$ cat src/rtl/axi_stream_video_mux_n.sv
// N-input AXI4-Stream video mux; source switches only at frame ends. Registered output.
// Optional macro VMUX_STATS_EN adds drop_cnt_o, one saturating 16-bit discard counter per input.

module vmux_lane #(
  parameter int DRAIN_UNSEL = 1
) (
`ifdef VMUX_STATS_EN
  input  logic        ACLK,
  input  logic        ARESETn,
  input  logic        i_seek,
  input  logic        i_tvalid,
  input  logic        i_tuser,
  output logic [15:0] o_drop_cnt,
`endif
  input  logic        i_run,
  input  logic        i_act,
  input  logic        i_out_free,
  output logic        o_tready
);
  assign o_tready = i_run && (i_act ? i_out_free : (DRAIN_UNSEL != 0));

`ifdef VMUX_STATS_EN
  logic w_drop;
  logic [15:0] r_cnt;

  // drained beats of an idle lane, or pre-SOF beats thrown away while seeking
  assign w_drop = i_tvalid && o_tready && (!i_act || (i_seek && !i_tuser));

  always_ff @(posedge ACLK or negedge ARESETn) begin
    if (!ARESETn)                      r_cnt <= '0;
    else if (w_drop && r_cnt != '1)    r_cnt <= r_cnt + 16'd1;
  end

  assign o_drop_cnt = r_cnt;
`endif
endmodule

module axi_stream_video_mux_n #(
  parameter int NUM_IN      = 4,
  parameter int DW          = 24,
  parameter int SEL_W       = $clog2(NUM_IN),
  parameter int DRAIN_UNSEL = 1
) (
  input  logic                 ACLK,
  input  logic                 ARESETn,
  input  logic [NUM_IN*DW-1:0] s_tdata,
  input  logic [NUM_IN-1:0]    s_tvalid,
  output logic [NUM_IN-1:0]    s_tready,
  input  logic [NUM_IN-1:0]    s_tlast,
  input  logic [NUM_IN-1:0]    s_tuser,
  output logic [DW-1:0]        m_tdata,
  output logic                 m_tvalid,
  input  logic                 m_tready,
  output logic                 m_tlast,
  output logic                 m_tuser,
  input  logic [SEL_W-1:0]     sel_i,
  input  logic [11:0]          lines_i,
  output logic [SEL_W-1:0]     active_sel_o,
  output logic                 switch_pend_o
`ifdef VMUX_STATS_EN
  , output logic [NUM_IN*16-1:0] drop_cnt_o
`endif
);
  localparam logic [0:0] ST_SEEK = 1'b0;
  localparam logic [0:0] ST_PASS = 1'b1;

  logic [0:0]       r_state;
  logic [SEL_W-1:0] r_active;
  logic             r_run;
  logic [11:0]      r_lcnt;
  logic             r_mvalid, r_mlast, r_muser;
  logic [DW-1:0]    r_mdata;

  logic [SEL_W-1:0] w_sel_eff;
  logic [DW-1:0]    w_tdata;
  logic             w_tvalid, w_tlast, w_tuser, w_trdy;
  logic             w_out_free, w_acc, w_fwd, w_frame_end, w_pend;
  logic [11:0]      w_lbase, w_linc;

  // out-of-range requests behave as "stay where we are"
  assign w_sel_eff  = (32'(sel_i) < NUM_IN) ? sel_i : r_active;
  assign w_pend     = (w_sel_eff != r_active);
  assign w_out_free = !r_mvalid || m_tready;

  always_comb begin
    w_tdata  = '0;
    w_tvalid = 1'b0;
    w_tlast  = 1'b0;
    w_tuser  = 1'b0;
    w_trdy   = 1'b0;
    for (int i = 0; i < NUM_IN; i++) begin
      if (r_active == SEL_W'(i)) begin
        w_tdata  = s_tdata[i*DW +: DW];
        w_tvalid = s_tvalid[i];
        w_tlast  = s_tlast[i];
        w_tuser  = s_tuser[i];
        w_trdy   = s_tready[i];
      end
    end
  end

  assign w_acc   = w_tvalid && w_trdy;
  assign w_fwd   = w_acc && ((r_state == ST_PASS) || w_tuser);
  // a mid-frame SOF restarts the line count on that very beat
  assign w_lbase = w_tuser ? 12'd0 : r_lcnt;
  assign w_linc  = (w_lbase == 12'hFFF) ? 12'hFFF : w_lbase + 12'd1;
  assign w_frame_end = (r_state == ST_PASS) && w_acc && w_tlast &&
                       ((lines_i == 12'd0) || (w_linc == lines_i));

  always_ff @(posedge ACLK or negedge ARESETn) begin
    if (!ARESETn) begin
      r_state  <= ST_SEEK;
      r_active <= '0;
      r_run    <= 1'b0;
      r_lcnt   <= '0;
      r_mvalid <= 1'b0;
      r_mdata  <= '0;
      r_mlast  <= 1'b0;
      r_muser  <= 1'b0;
    end else begin
      r_run <= 1'b1;
      if (w_out_free) begin
        r_mvalid <= w_fwd;
        if (w_fwd) begin
          r_mdata <= w_tdata;
          r_mlast <= w_tlast;
          r_muser <= w_tuser;
        end
      end
      case (r_state)
        ST_SEEK: begin
          if (w_acc && w_tuser) begin
            r_state <= ST_PASS;
            r_lcnt  <= '0;
          end else begin
            r_active <= w_sel_eff;
          end
        end
        ST_PASS: begin
          if (w_acc) begin
            if (w_frame_end) begin
              r_lcnt <= '0;
              if (w_pend) begin
                r_active <= w_sel_eff;
                r_state  <= ST_SEEK;
              end
            end else if (w_tlast) begin
              r_lcnt <= w_linc;
            end else begin
              r_lcnt <= w_lbase;
            end
          end
        end
        default: r_state <= ST_SEEK;
      endcase
    end
  end

  genvar g;
  generate
    for (g = 0; g < NUM_IN; g++) begin : g_lane
      vmux_lane #(.DRAIN_UNSEL(DRAIN_UNSEL)) u_lane (
`ifdef VMUX_STATS_EN
        .ACLK       (ACLK),
        .ARESETn    (ARESETn),
        .i_seek     (r_state == ST_SEEK),
        .i_tvalid   (s_tvalid[g]),
        .i_tuser    (s_tuser[g]),
        .o_drop_cnt (drop_cnt_o[g*16 +: 16]),
`endif
        .i_run      (r_run),
        .i_act      (r_active == SEL_W'(g)),
        .i_out_free (w_out_free),
        .o_tready   (s_tready[g])
      );
    end
  endgenerate

  assign m_tdata       = r_mdata;
  assign m_tvalid      = r_mvalid;
  assign m_tlast       = r_mlast;
  assign m_tuser       = r_muser;
  assign active_sel_o  = r_active;
  assign switch_pend_o = w_pend;
endmodule

$ cat config.mk
export PLATFORM = sky130hd
export DESIGN_NAME = axi_stream_video_mux_n
export DESIGN_NICKNAME = d
export VERILOG_FILES = /design/src/rtl/axi_stream_video_mux_n.sv
export SDC_FILE = /design/constraint.sdc
export NUM_CORES = 1
export LEC_CHECK = 0
export CORE_ASPECT_RATIO = 0.5
export CORE_MARGIN = 4
export CORE_UTILIZATION = 35
export DETAILED_ROUTE_END_ITERATION = 16
export HOLD_SLACK_MARGIN = 0.05
export PLACE_DENSITY = 0.73
export SETUP_SLACK_MARGIN = 0.3
export SYNTH_ARGS = -nofsm -noshare
export SYNTH_HDL_FRONTEND = slang
export SYNTH_SLANG_ARGS = --single-unit
$ cat constraint.sdc
create_clock -name ACLK -period 2.7 [get_ports ACLK]
set_input_delay 0.27 -clock ACLK [delete_from_list [all_inputs] [get_ports ACLK]]
set_output_delay 0.27 -clock ACLK [all_outputs]
set_load 0.01 [all_outputs]
### After elaboration in Yosys (flattened, before gate mapping)

Cells that the tools add are included.

| storage, ports and cells | value |
|---|---|
| bits in registers | 43 |
| bits in latches | 0 |
| RAM bits | 0 |
| ROM bits | 0 |
| bits of input ports | 125 |
| output and inout port bits | 34 |
| logic and storage cells | 81 |
| memories | 0 |

| operators by class | value |
|---|---|
| add/subtract/negate cells | 1 |
| $mul | 0 |
| div/mod/pow operators | 0 |
| magnitude comparators | 0 |
| equality and inequality tests | 11 |
| shift-type cells | 0 |
| muxes and demuxes | 41 |
| bitwise gates (word level) | 1 |
| reductions and logical operators | 19 |

Operator list:

| kind | count |
|---|---|
| $mux 24 | 4 |
| $mux 12 | 6 |
| $mux 1 | 24 |
| $pmux 12 s2 | 1 |
| $add 12x1->12 const B | 1 |
| $eq 12x12->1 | 1 |
| $eq 12x12->1 const B | 1 |
| $logic_not 12->1 | 1 |
| $logic_and 1x1->1 | 10 |
| $mux 2 | 4 |
| $ne 2x2->1 const B | 3 |
| $eq 2x2->1 const B | 2 |
| $ne 2x1->1 const B | 2 |
| $pmux 2 s2 | 1 |
| $reduce_and 2->1 | 2 |
| $reduce_and 4->1 | 1 |
| $logic_or 1x1->1 | 3 |
| $eq 2x1->1 const B | 1 |
| $logic_not 2->1 | 1 |
| $ne 2x2->1 | 1 |
| $pmux 1 s2 | 1 |
| $logic_not 1->1 | 1 |
| $not 1->1 | 1 |

### Depth between registers and ports, before layout

Gate-level depths: netlist of run 1.

| depth | value |
|---|---|
| depth after elaboration | 15 |
| depth in mapped cells | 12 |
| depth with buffers taken out | 9 |

### Modules after synthesis

A second synthesis of run 1 with hierarchy kept.

| unflattened totals | value |
|---|---|
| cells, all modules | 301 |
| area total of the unflattened synthesis | 3224.3 µm² |

Modules (own cells, without submodules):

| module | times used | cells each | area each (µm²) |
|---|---|---|---|
| axi_stream_video_mux_n | 1 | 293 | 3179.3 |
| vmux_lane | 4 | 2 | 11.3 |

### Worst setup path before layout of run 1

OpenSTA, ideal clock, no wires.

| timing path | value |
|---|---|
| path type | register to register |
| from | register r_active[0], in the netlist active_sel_o[0] |
| to | register r_lcnt[2] |
| library setup time | 77 ps |
| arrival | 2756 ps |
| required time | 2623 ps |
| setup slack | -134 ps |
| cell stages (with the launch flop) | 12 |
| cells stage by stage | dfrtp_1 -> buf_6 -> mux4_2 -> nor4b_2 -> a211o_1 -> a22oi_1 -> nand4_2 -> nor4_2 -> or4_1 -> buf_2 -> or3_1 -> a21oi_1 |

| between the ends | value |
|---|---|
| cells in the longest elaborated chain, start to end | 14 |
| elaborated cells on any way between the ends | 46 |

Ends and longest elaborated chain:

| element | RTL line | RTL |
|---|---|---|
| from (decl) | 68 | `logic [SEL_W-1:0] r_active;` |
| from (signal assigned) | 136 | `r_active <= w_sel_eff;` |
| from (signal assigned) | 144 | `r_active <= w_sel_eff;` |
| $logic_not 2->1 | 92, 172 |  |
| $mux 1 (on tied branches) | 92, 20 |  |
| $mux 1 / $logic_and 1x1->1 (equally long branches) | 92, 20 |  |
| $mux 1 (2 in series) | 92 | `if (r_active == SEL_W'(i)) begin` |
| $mux 12 / $mux 1 (equally long branches) | 105, 92 |  |
| $add 12x1->12 (tied with other cells) | 106 | `assign w_linc = (w_lbase == 12'hFFF) ? 12'hFFF : w_lbase + 12'd1;` |
| $mux 12 / $logic_and 1x1->1 (equally long branches) | 106, 102 |  |
| $eq 12x12->1 / $logic_and 1x1->1 (equally long branches) | 108, 107 |  |
| $logic_or 1x1->1 / $logic_and 1x1->1 (equally long branches) | 108, 107 |  |
| $logic_and 1x1->1 | 107 | `assign w_frame_end = (r_state == ST_PASS) && w_acc && w_tlast &&` |
| $mux 12 | 141 | `if (w_frame_end) begin` |
| $mux 12 | 140 | `if (w_acc) begin` |
| $pmux 12 s2 | 130 | `case (r_state)` |
| to (signal assigned) | 148 | `r_lcnt <= w_linc;` |
| to (signal assigned) | 150 | `r_lcnt <= w_lbase;` |
| to (decl) | 70 | `logic [11:0] r_lcnt;` |

Several ways; a longest one is shown, not always the timed one. The select of a mux whose other input is x is not followed.
A chain may end at the register's enable or synchronous reset.

### Final worst setup path of run 1

| timing path | value |
|---|---|
| from | register r_lcnt[0] |
| to | register r_lcnt[7] |

| between the ends | value |
|---|---|
| cells in the longest elaborated chain, start to end | 9 |
| elaborated cells on any way between the ends | 11 |

Ends and longest elaborated chain:

| element | RTL line | RTL |
|---|---|---|
| $mux 12 (*) | 105 | `assign w_lbase = w_tuser ? 12'd0 : r_lcnt;` |
| $add 12x1->12 / $eq 12x12->1 (equally long branches) | 106 |  |
| $mux 12 (*) | 106 |  |
| $eq 12x12->1 | 108 | `((lines_i == 12'd0) \|\| (w_linc == lines_i));` |
| $logic_or 1x1->1 | 108 |  |
| $logic_and 1x1->1 | 107 |  |
| $mux 12 (*) | 141 |  |
| $mux 12 (*) | 140 |  |
| $pmux 12 s2 (*) | 130 |  |

Mark *: on every way between the ends. The rest lies on a longest branch, timed or not. The select of a mux whose other input is x is not followed.

==> results.yml, run 1 <==
global_route:
  grtUsageMet2: 0.382
  grt.overflow.total: 0
  grt_use_met3: 0.0418
  top_usage_layer: "met2"
  use_met1: 0.242
  grt_pass1_wl_um: 18700
  first_global_vias: 3886
  antenna_found_initial: 0
  grtUsageTotal: 0.204
  grt_start_max_net_pins: 32
logic_synthesis:
  netlist_instances: 372
  yosysWarningCount: 0
  synth_commonest_cells: "nand2_1 (97), dfrtp_1 (43), mux4_2 (27), nor2_1 (21), a21oi_1 (16)"
  ys_types: 57
  postSynth.asyncResetShare: 1.00
  yosys_most_used_dff: "dfrtp_1"
  ys_seq_elements: 43
  ys_seq_area_frac: 0.325
  yosysTopAreaCell: "dfrtp_1"
  mappedNetlistNets: 497
  netlist_top_cells_area: "dfrtp_1 (33%), mux4_2 (18%), nand2_1 (11%)"
  avgSynthCellArea_um2: 8.90
  yosysMostFrequentCell: "nand2_1"
  yosysTopAreaCellShare: 0.325
  synth_enable_flop_cells: 0
  syn-cell-area_mm2: 0.00331
final_layout:
  layout.nets: 689
  area_delta_synth_final_pct: 69.7
  utilization: 0.628
  layout-drive-gt1-share: 0.213
  n_antenna_cell: 0
routing:
  wl_um: 11600
  drc_errors: 0
  vias: 3650
  wire_per_inst_um: 17.1
  drtIter0Drc: 202
  viasPerCell: 5.36
  antenna_left: 0
  drt-pass1-iter-count: 5
worst_setup_path:
  cp_data_required_time_ns: 2.89
  critPathKind: "flop to flop"
  critPathLaunch: "r_lcnt[0]"
  crit_path_top_delay_cell: "or4_4"
  critPathMaxStageDelay_ns: 0.45
  start_kind: "flop"
  crit_fanout: 6
  rrSetupSlack_ns: -0.01
  cpMostUsedCell: "nand4_1"
  cp_cell_sequence: "nand4_1 > buf_4 > or3_1 > nand4_1 > o2111ai_2 > nand4_2 > nor4_4 > or4_4 > buf_6 > nor3_2 > a2bb2oi_1"
  crit_family: "simple AND/OR/NAND/NOR gates"
  r2r_start: "r_lcnt[0]"
  critPathCaptureType: "flop"
  path_buf_inv: 2
  crit_arrival_ns: 2.90
hold_path:
  hp-class: "input pin to asynchronous set/reset pin"
floorplan:
  die_w_um: 146
  coreArea_mm2: 0.00895
  rows: 24
  io-pin-count: 159
  die_h_um: 76.8
  start_util: 0.370
  die_area_mm2: 0.0112
run_status:
  violations: "negative setup slack"
  outcome: "finished with violations"
sta:
  finalSetupViolations: 3
  rsz0062_at_grt: "yes"
  fin_skew_ns: 0.00498
  min_period_ns: 2.71
  period_share: 1.00
  slew_violations: 0
  tightest_slew_ns: 0.711
  slew_headroom: 0.526
  tns_ns: -0.0133
  layout_setup_ws_ns: -0.0109
  clock.fmax_mhz: 369
  hold_violations: 0
  fin_hold_ws_ns: 0.0382
clock_tree:
  cts_root_buffer: "clkbuf_16"
  cts_buffer_depth: 2
  cts_max_level: 2
  cts.clk_slew.worst_paths_ns: 0.06
  cts_buffers: 5
  insertion_delay_ns: 0.28
  cts_tree: "built"
  cts.sinks: 43
power:
  irDropWorstVdd_mv: 0.394
  power_density_mw_per_mm2: 748
  leakage_uw: 0.00234
  power.total_uw: 4200
placement:
  port_buffers: 158
  pre_cts_ws_ns: -0.351
  place.gp.congestion: 0.891
  dp.final_hpwl_um: 8870
job:
  drv_cap: 0
## through the flow
| step | instance area (um2) | cells |
|---|---|---|
| final | 5620 | 681 |
| after global routing | 5620 | 681 |
| after CTS | 5560 | 679 |
| after detailed placement | 5260 | 665 |
| after global placement | 5260 | 665 |
| after floorplan | 3320 | 372 |
## path summary, 6_finish.rpt
kind / endpoint / cells after the start
max reg2reg: r_lcnt[7] / 11
min: m_tdata[5] / 1
max: r_lcnt[7] / 11
max in group asynchronous: active_sel_o[1] / 2
min reg2reg: m_tdata[11] / 2
min in group ACLK: m_tdata[11] / 2
## cell usage in the layout, fill, tap and decap left out, types with 5 or more instances in the layout
| cell | instances |
|---|---|
| nand3_1 | 8 |
| nand4_1 | 12 |
| a21oi_1 | 16 |
| a31oi_1 | 7 |
| nor2_1 | 20 |
| clkdlybuf4s50_1 | 154 |
| clkbuf_16 | 5 |
| a2bb2oi_1 | 5 |
| dfrtp_1 | 42 |
| nand2_1 | 97 |
| buf_4 | 53 |
| o21ai_0 | 11 |
| mux4_2 | 28 |
| inv_1 | 10 |
## per-layer routing
metal	vias to the layer above	part of all wire
li1	1755	-
met1	1753	0.41
met2	130	0.52
met3	12	0.063
met4	0	0.011
met5	-	0
## sequential cells by signal, summed over array words and instances (netlist names)
| name | flops |
|---|---|
| active_sel_o | 2 |
| m_tdata | 24 |
| m_tlast | 1 |
| m_tuser | 1 |
| m_tvalid | 1 |
| r_lcnt | 12 |
| r_run | 1 |
| r_state | 1 |
## worst reg2reg max path: stages (launching register included)
cell and delay, ns:
dfrtp_1 0.42, nand4_1 0.19, buf_4 0.19, or3_1 0.38, nand4_1 0.14, o2111ai_2 0.18
nand4_2 0.18, nor4_4 0.06, or4_4 0.45, buf_6 0.15, nor3_2 0.10, a2bb2oi_1 0.19
## report_power, final
| part | switching, uW | leakage [uW] | internal, uW |
|---|---|---|---|
| Sequential | 147 | 0.000544 | 873 |
| Clock | 233 | 0.0000769 | 431 |
| Combinational | 1160 | 0.00172 | 1360 |
| Total | 1540 | 0.00234 | 2660 |
## cell families after synthesis
| kind of cell | Yosys count | share of synthesized area |
|---|---|---|
| buffers and inverters | 43 | 0.0597 |
| other | 1 | 0.00113 |
| muxes | 34 | 0.206 |
| AOI/OAI and AO/OA | 70 | 0.142 |
| and+or+nand+nor | 175 | 0.250 |
| DFF | 43 | 0.325 |
| xor gates and xnor gates | 6 | 0.0159 |
## cell type report
class / count / area [um2]
clock buffer: 6 / 129
inverter: 10 / 37.5
multi-input combinational: 287 / 2150
tap: 117 / 146
timing repair buffer: 217 / 2050
clock inverter: 1 / 30.0
sequential: 43 / 1080
fill: 757 / 3330
## repair_timing
item / in CTS / in global routing
gates resized for setup: 25 / 11
setup buffers: 6 / 2
cloned: 1 / 0
hold buffers: 0 / 0
pin swaps: 12 / 5
endpoints found under the setup margin: 15 / 20
Note: power is estimated with default switching activity, not from simulation.
==> run 2, diff against run 1 <==
--- a/config.mk
+++ b/config.mk
@@ -10,8 +10,9 @@
 export CORE_UTILIZATION = 35
 export DETAILED_ROUTE_END_ITERATION = 16
 export HOLD_SLACK_MARGIN = 0.05
-export PLACE_DENSITY = 0.73
+export PLACE_DENSITY = 0.82
 export SETUP_SLACK_MARGIN = 0.3
 export SYNTH_ARGS = -nofsm -noshare
 export SYNTH_HDL_FRONTEND = slang
+export SYNTH_HIERARCHICAL = 1
 export SYNTH_SLANG_ARGS = --single-unit
==> run 2 against run 1 <==
The run now ends clean. Sequential cell count unchanged. Clock power shrank 12%. Setup slack better by 0.070 ns. Combinational power is 31% higher. Cell count down 9.1%. Fmax increased by 2.6%. Synthesized area down 2.6%.
==> results.yml, run 2 <==
routing:
  wl_met2_um: 6210
  vias: 3443
  wl_um: 11800
  met1_length_um: 4370
  drtIter0Drc: 289
  wire_per_inst_um: 19.1
  dr.max_layer_used: "met4"
  drt-pass1-iter-count: 5
  dr_wl_met3_um: 902
  viasPerCell: 5.56
  drc_errors: 0
  antenna_left: 0
sta:
  slew_violations: 0
  finalSetupViolations: 0
  fin_skew_ns: 0.00545
  layout_setup_ws_ns: 0.0589
  min_period_ns: 2.64
  tightest_slew_ns: 0.574
  period_share: 0.978
  hold_violations: 0
  rsz0062_at_grt: "yes"
  clock.fmax_mhz: 379
  slew_headroom: 0.614
logic_synthesis:
  yosysTopAreaCell: "dfrtp_1"
  syn-cell-area_mm2: 0.00322
  netlist_instances: 301
  netlist_top_cells_area: "dfrtp_1 (33%), mux4_2 (18%), mux2_2 (9.1%)"
  postSynth.asyncResetShare: 1.00
  yosysWarningCount: 6
  ys_seq_area_frac: 0.334
  ys_seq_elements: 43
  yosysMostFrequentCell: "dfrtp_1"
  mappedNetlistNets: 426
  synth_commonest_cells: "dfrtp_1 (43), mux2_2 (26), mux4_2 (26), nand2_1 (19), nand3_1 (16)"
  ys_types: 58
  synth_enable_flop_cells: 0
  yosysTopAreaCellShare: 0.334
  avgSynthCellArea_um2: 10.7
  yosys_most_used_dff: "dfrtp_1"
clock_tree:
  cts.clk_slew.worst_paths_ns: 0.06
  cts_buffer_depth: 2
  cts_tree: "built"
  cts_max_level: 2
  insertion_delay_ns: 0.28
  cts.sinks: 43
  cts_root_buffer: "clkbuf_16"
  cts_buffers: 5
global_route:
  grt_start_max_net_pins: 25
  grt.overflow.total: 0
  grtUsageTotal: 0.213
  grt_pass1_wl_um: 17900
  first_global_vias: 3515
  antenna_found_initial: 0
worst_setup_path:
  critPathKind: "flop to flop"
  ff2ff_path_depth: 6
  start_kind: "flop"
  cp_data_required_time_ns: 2.87
  crit_arrival_ns: 2.81
  critPathCaptureType: "flop"
  crit_fanout: 4
run_status:
  outcome: "finished, final reports clean"
placement:
  dpl_cell_area_mm2: 0.00528
  dp_cells: 596
  place.gp.congestion: 0.896
  pre_cts_ws_ns: -0.219
  dp.final_hpwl_um: 8980
  port_buffers: 158
power:
  leakage_uw: 0.00228
  power_density_mw_per_mm2: 847
  sw_frac_of_total: 0.350
  irDropWorstVdd_mv: 0.385
  pwr-share-clk: 0.118
  combinationalPowerShare: 0.667
  p_seq_frac: 0.215
  power.total_uw: 4950
  cell_internal_pwr_uw: 3220
  p_sw_uw: 1730
floorplan:
  die_area_mm2: 0.0109
  coreArea_mm2: 0.00883
  die_h_um: 75.9
  io-pin-count: 159
  start_util: 0.365
  rows: 24
  die_w_um: 144
final_layout:
  layout.nets: 626
  largest_reg_flops: 24
  area_delta_synth_final_pct: 81.3
  layout-drive-gt1-share: 0.347
  fin_area_mm2: 0.00585
  n_antenna_cell: 0
  final_cell_mix: "clkdlybuf4s50_1 (157), buf_4 (43), dfrtp_1 (35)"
  instances_no_fill: 619
  final_common_cell: "clkdlybuf4s50_1"
  layout.area.seq_mm2: 0.00109
  multi_input_area_mm2: 0.00232
  fillers: 674
job:
  drv_cap: 0
hold_path:
  hp-class: "input pin to asynchronous set/reset pin"
==> run 2: cell count changes after synthesis, moves of 8 or more <==
cell and delta:
nand2_1 -78, mux2_2 +23, clkbuf_1 -10, nand3_1 +8, nand4_1 -8
==> run 2: timing repair <==
action,in CTS,in global routing
endpoints found under the setup margin,34,40
cloned,2,2
hold endpoints to repair,23,0
pin swaps,16,17
hold buffers,1,0
resized for setup,27,29
setup buffers,4,6
==> run 2: per-stage QoR <==
stage	setup TNS, ns	hold slack, ns	util
2_1_floorplan	0	-0.0256	-
6_report	0	0.506	0.662
5_1_grt	-0.0512	0.524	0.662
3_5_place_dp	-1.71	0.295	0.598
4_1_cts	0	0.508	0.639
3_3_place_gp	-0.578	0.292	0.598
==> run 2: path summary, 6_finish.rpt <==
path | endpoint | slack [ns] | startpoint
min in group ACLK | m_tdata[7] | 0.51 | m_tdata[7]
min | r_lcnt[6] | 0.51 | ARESETn
max | active_sel_o[0] | 0.06 | active_sel_o[0]
max in group asynchronous | m_tdata[2] | 1.49 | ARESETn
max reg2reg | active_sel_o[0] | 0.06 | active_sel_o[0]
min reg2reg | m_tdata[7] | 0.51 | m_tdata[7]
==> run 2: kinds of logic (layout without fill, tap and decap cells) <==
| family | after synthesis | in the layout | share of synthesized area |
|---|---|---|---|
| DFF | 43 | 43 | 0.334 |
| muxes | 57 | 57 | 0.289 |
| xor gates and xnor gates | 11 | 11 | 0.0299 |
| other | 1 | 1 | 0.00116 |
| and+or+nand+nor | 91 | 92 | 0.163 |
| buffers and inverters | 34 | 234 | 0.0473 |
| AOI/OAI and AO/OA | 64 | 64 | 0.136 |
==> run 2: power by group through the flow <==
stage | clock [uW] | combinational (uW) | sequential (uW)
finish | 582 | 3300 | 1060
floorplan | 0 | 1760 | 1140
CTS | 597 | 3210 | 1060
global route | 633 | 3520 | 1100
global placement | 0 | 2940 | 1050
detailed placement | 0 | 3020 | 1050
==> run 2: metal layers <==
metal | vias to the layer above | GRT usage
li1 | 1576 | -
met1 | 1667 | 0.249
met2 | 174 | 0.389
met3 | 26 | 0.0514
met4 | 0 | 0.0804
met5 | - | 0
==> run 2: final cells by class <==
| class | instances | area share |
|---|---|---|
| clock buffer | 7 | 0.0227 |
| multi-input combinational | 225 | 0.397 |
| sequential | 43 | 0.186 |
| tap | 117 | 0.0250 |
| timing repair buffer | 213 | 0.360 |
| clock inverter | 1 | 0.000856 |
| inverter | 13 | 0.00835 |
==> run 2: worst max-delay path, cell delays in order (launching register included) <==
cell      delay, ns
dfrtp_2        0.42
mux4_2         0.57
or4_4          0.57
a311oi_4       0.34
nand2_2        0.12
o21ai_4        0.19
mux2_4         0.31
==> run 3, diff against run 2 <==
--- a/config.mk
+++ b/config.mk
@@ -7,10 +7,10 @@
 export LEC_CHECK = 0
 export CORE_ASPECT_RATIO = 0.5
 export CORE_MARGIN = 4
-export CORE_UTILIZATION = 35
+export CORE_UTILIZATION = 37
 export DETAILED_ROUTE_END_ITERATION = 16
 export HOLD_SLACK_MARGIN = 0.05
-export PLACE_DENSITY = 0.82
+export PLACE_DENSITY = 0.85
 export SETUP_SLACK_MARGIN = 0.3
 export SYNTH_ARGS = -nofsm -noshare
 export SYNTH_HDL_FRONTEND = slang
==> run 3 against run 2 <==
Worst hold slack improved by 0.0016 ns. Total power down 2.5%. Cell count down 1.1%. Clock-buffer cell count did not move. Design area decreased by 1.3%. Via count fell by 2.4%. Fmax grew 5.0%. Register-to-register slack better by 0.13 ns. Combinational power down 5%. Utilization up 3.9 points. Sequential power about the same. Sequential cell count did not move. Critical endpoint is now r_lcnt[9]. Largest cell class unchanged. Largest power group unchanged.
==> results.yml, run 3 (same netlist as run 2, synthesis figures left out) <==
run_status:
  outcome: "finished, final reports clean"
power:
  power.total_uw: 4830
  irDropWorstVdd_mv: 0.522
  p_sw_uw: 1690
  pwr-share-clk: 0.132
  leakage_uw: 0.00228
  sw_frac_of_total: 0.351
  combinationalPowerShare: 0.652
  p_seq_frac: 0.216
  power_density_mw_per_mm2: 837
  cell_internal_pwr_uw: 3130
sta:
  hold_violations: 0
  slew_violations: 0
  tightest_slew_ns: 0.622
  period_share: 0.931
  finalSetupViolations: 0
  slew_headroom: 0.585
  min_period_ns: 2.51
  fin_skew_ns: 0.00513
  fin_hold_ws_ns: 0.507
  rsz0062_at_grt: "yes"
  clock.fmax_mhz: 398
floorplan:
  coreArea_mm2: 0.00823
  io-pin-count: 159
  rows: 23
  die_h_um: 74.0
  die_w_um: 140
  start_util: 0.392
  die_area_mm2: 0.0104
routing:
  viasPerCell: 5.49
  drtIter0Drc: 236
  antenna_left: 0
  wire_per_inst_um: 19.1
  drc_errors: 0
  vias: 3361
  drt-pass1-iter-count: 5
  wl_um: 11700
placement:
  place.gp.congestion: 0.946
  port_buffers: 158
  dp.final_hpwl_um: 9220
global_route:
  grt_pass1_wl_um: 18300
  grt.overflow.total: 0
  grt_start_max_net_pins: 27
  grtUsageTotal: 0.224
  first_global_vias: 3630
  antenna_found_initial: 0
final_layout:
  multi_input_area_mm2: 0.00230
  final_common_cell: "clkdlybuf4s50_1"
  layout-drive-gt1-share: 0.324
  layout.nets: 624
  fillers: 613
  utilization: 0.701
  largest_reg_flops: 24
  area_delta_synth_final_pct: 78.9
  n_antenna_cell: 0
  layout.area.seq_mm2: 0.00108
  final_cell_mix: "clkdlybuf4s50_1 (157), buf_4 (47), dfrtp_1 (39)"
worst_setup_path:
  critPathCaptureType: "flop"
  cp_data_required_time_ns: 2.84
  ff2ff_path_depth: 10
  crit_arrival_ns: 2.65
  start_kind: "flop"
  crit_fanout: 10
  critPathKind: "flop to flop"
clock_tree:
  cts_tree: "built"
  cts_buffer_depth: 2
  cts.clk_slew.worst_paths_ns: 0.06
  cts.sinks: 43
  insertion_delay_ns: 0.28
  cts_root_buffer: "clkbuf_16"
  cts_buffers: 5
  cts_max_level: 2
hold_path:
  hp-class: "flop to flop"
  min_path_cells: 1
job:
  drv_cap: 0
[run 3: changes by cell type in the layout (fill, tap and decap cells not counted), moves of 3 or more]
cell / change
dfrtp_2: -4
dfrtp_1: +4
buf_6: -3
buf_4: +4
[run 3: what timing repair did]
| action | CTS | global route |
|---|---|---|
| hold buffers | 1 | 0 |
| setup endpoints to repair | 14 | 39 |
| resized for setup | 36 | 13 |
| cloned | 1 | 0 |
| hold endpoints to repair | 25 | 0 |
| setup buffers | 11 | 0 |
| pin swaps | 14 | 5 |
[run 3: final cells by class]
| cell class | instances | share of cell area |
|---|---|---|
| well taps | 112 | 0.0243 |
| flip-flops and latches | 43 | 0.187 |
| clock inverters | 1 | 0.00130 |
| multi-input cells | 224 | 0.399 |
| clock buffers | 7 | 0.0265 |
| repair buffers | 212 | 0.353 |
| inverters | 13 | 0.00846 |
[run 3: power groups by stage]
| stage | clock network, uW | logic, uW | registers (uW) |
|---|---|---|---|
| detailed placement | 0 | 3050 | 1040 |
| global placement | 0 | 2980 | 1030 |
| global route | 684 | 3350 | 1080 |
| floorplan | 0 | 1760 | 1140 |
| CTS | 649 | 3150 | 1050 |
| finish | 638 | 3150 | 1040 |
[run 3: per-layer routing]
metal | share of wire | GRT usage | vias to the layer above | wire length, um
li1 | - | - | 1568 | -
met1 | 0.38 | 0.248 | 1623 | 4380
met2 | 0.53 | 0.439 | 150 | 6220
met3 | 0.075 | 0.0597 | 20 | 880
met4 | 0.017 | 0.0580 | 0 | 197
met5 | 0 | 0 | - | 0
[run 3: stage by stage]
stage               setup TNS (ns)  worst slack [ns]  std cells  cell area [um2]
finish                           0             0.186        612             5770
global route                     0             0.113        612             5770
CTS                              0             0.225        612             5700
detailed placement           -1.16            -0.186        591             5280
global placement            -0.651            -0.131        591             5280
floorplan                        0            0.0906        301             3360
[run 3: worst paths after layout]
kind / from / endpoint / slack (ns)
worst max-delay path: active_sel_o[0] / r_lcnt[9] / 0.19
worst min-delay path: m_tdata[23] / m_tdata[23] / 0.51
worst max register to register: active_sel_o[0] / r_lcnt[9] / 0.19
worst min register to register: m_tdata[23] / m_tdata[23] / 0.51
max in group asynchronous: ARESETn / m_tdata[7] / 1.50
min in group asynchronous: ARESETn / m_tdata[9] / 0.53
[run 3: critical path, stage by stage (launching register included)]
cell and delay, ns:
dfrtp_2 0.38, mux4_2 0.53, buf_4 0.20, nor4_2 0.28, a2111oi_1 0.12, nor2_1 0.12
buf_4 0.14, nand4_2 0.15, buf_6 0.17, a41oi_1 0.21, a21oi_1 0.08
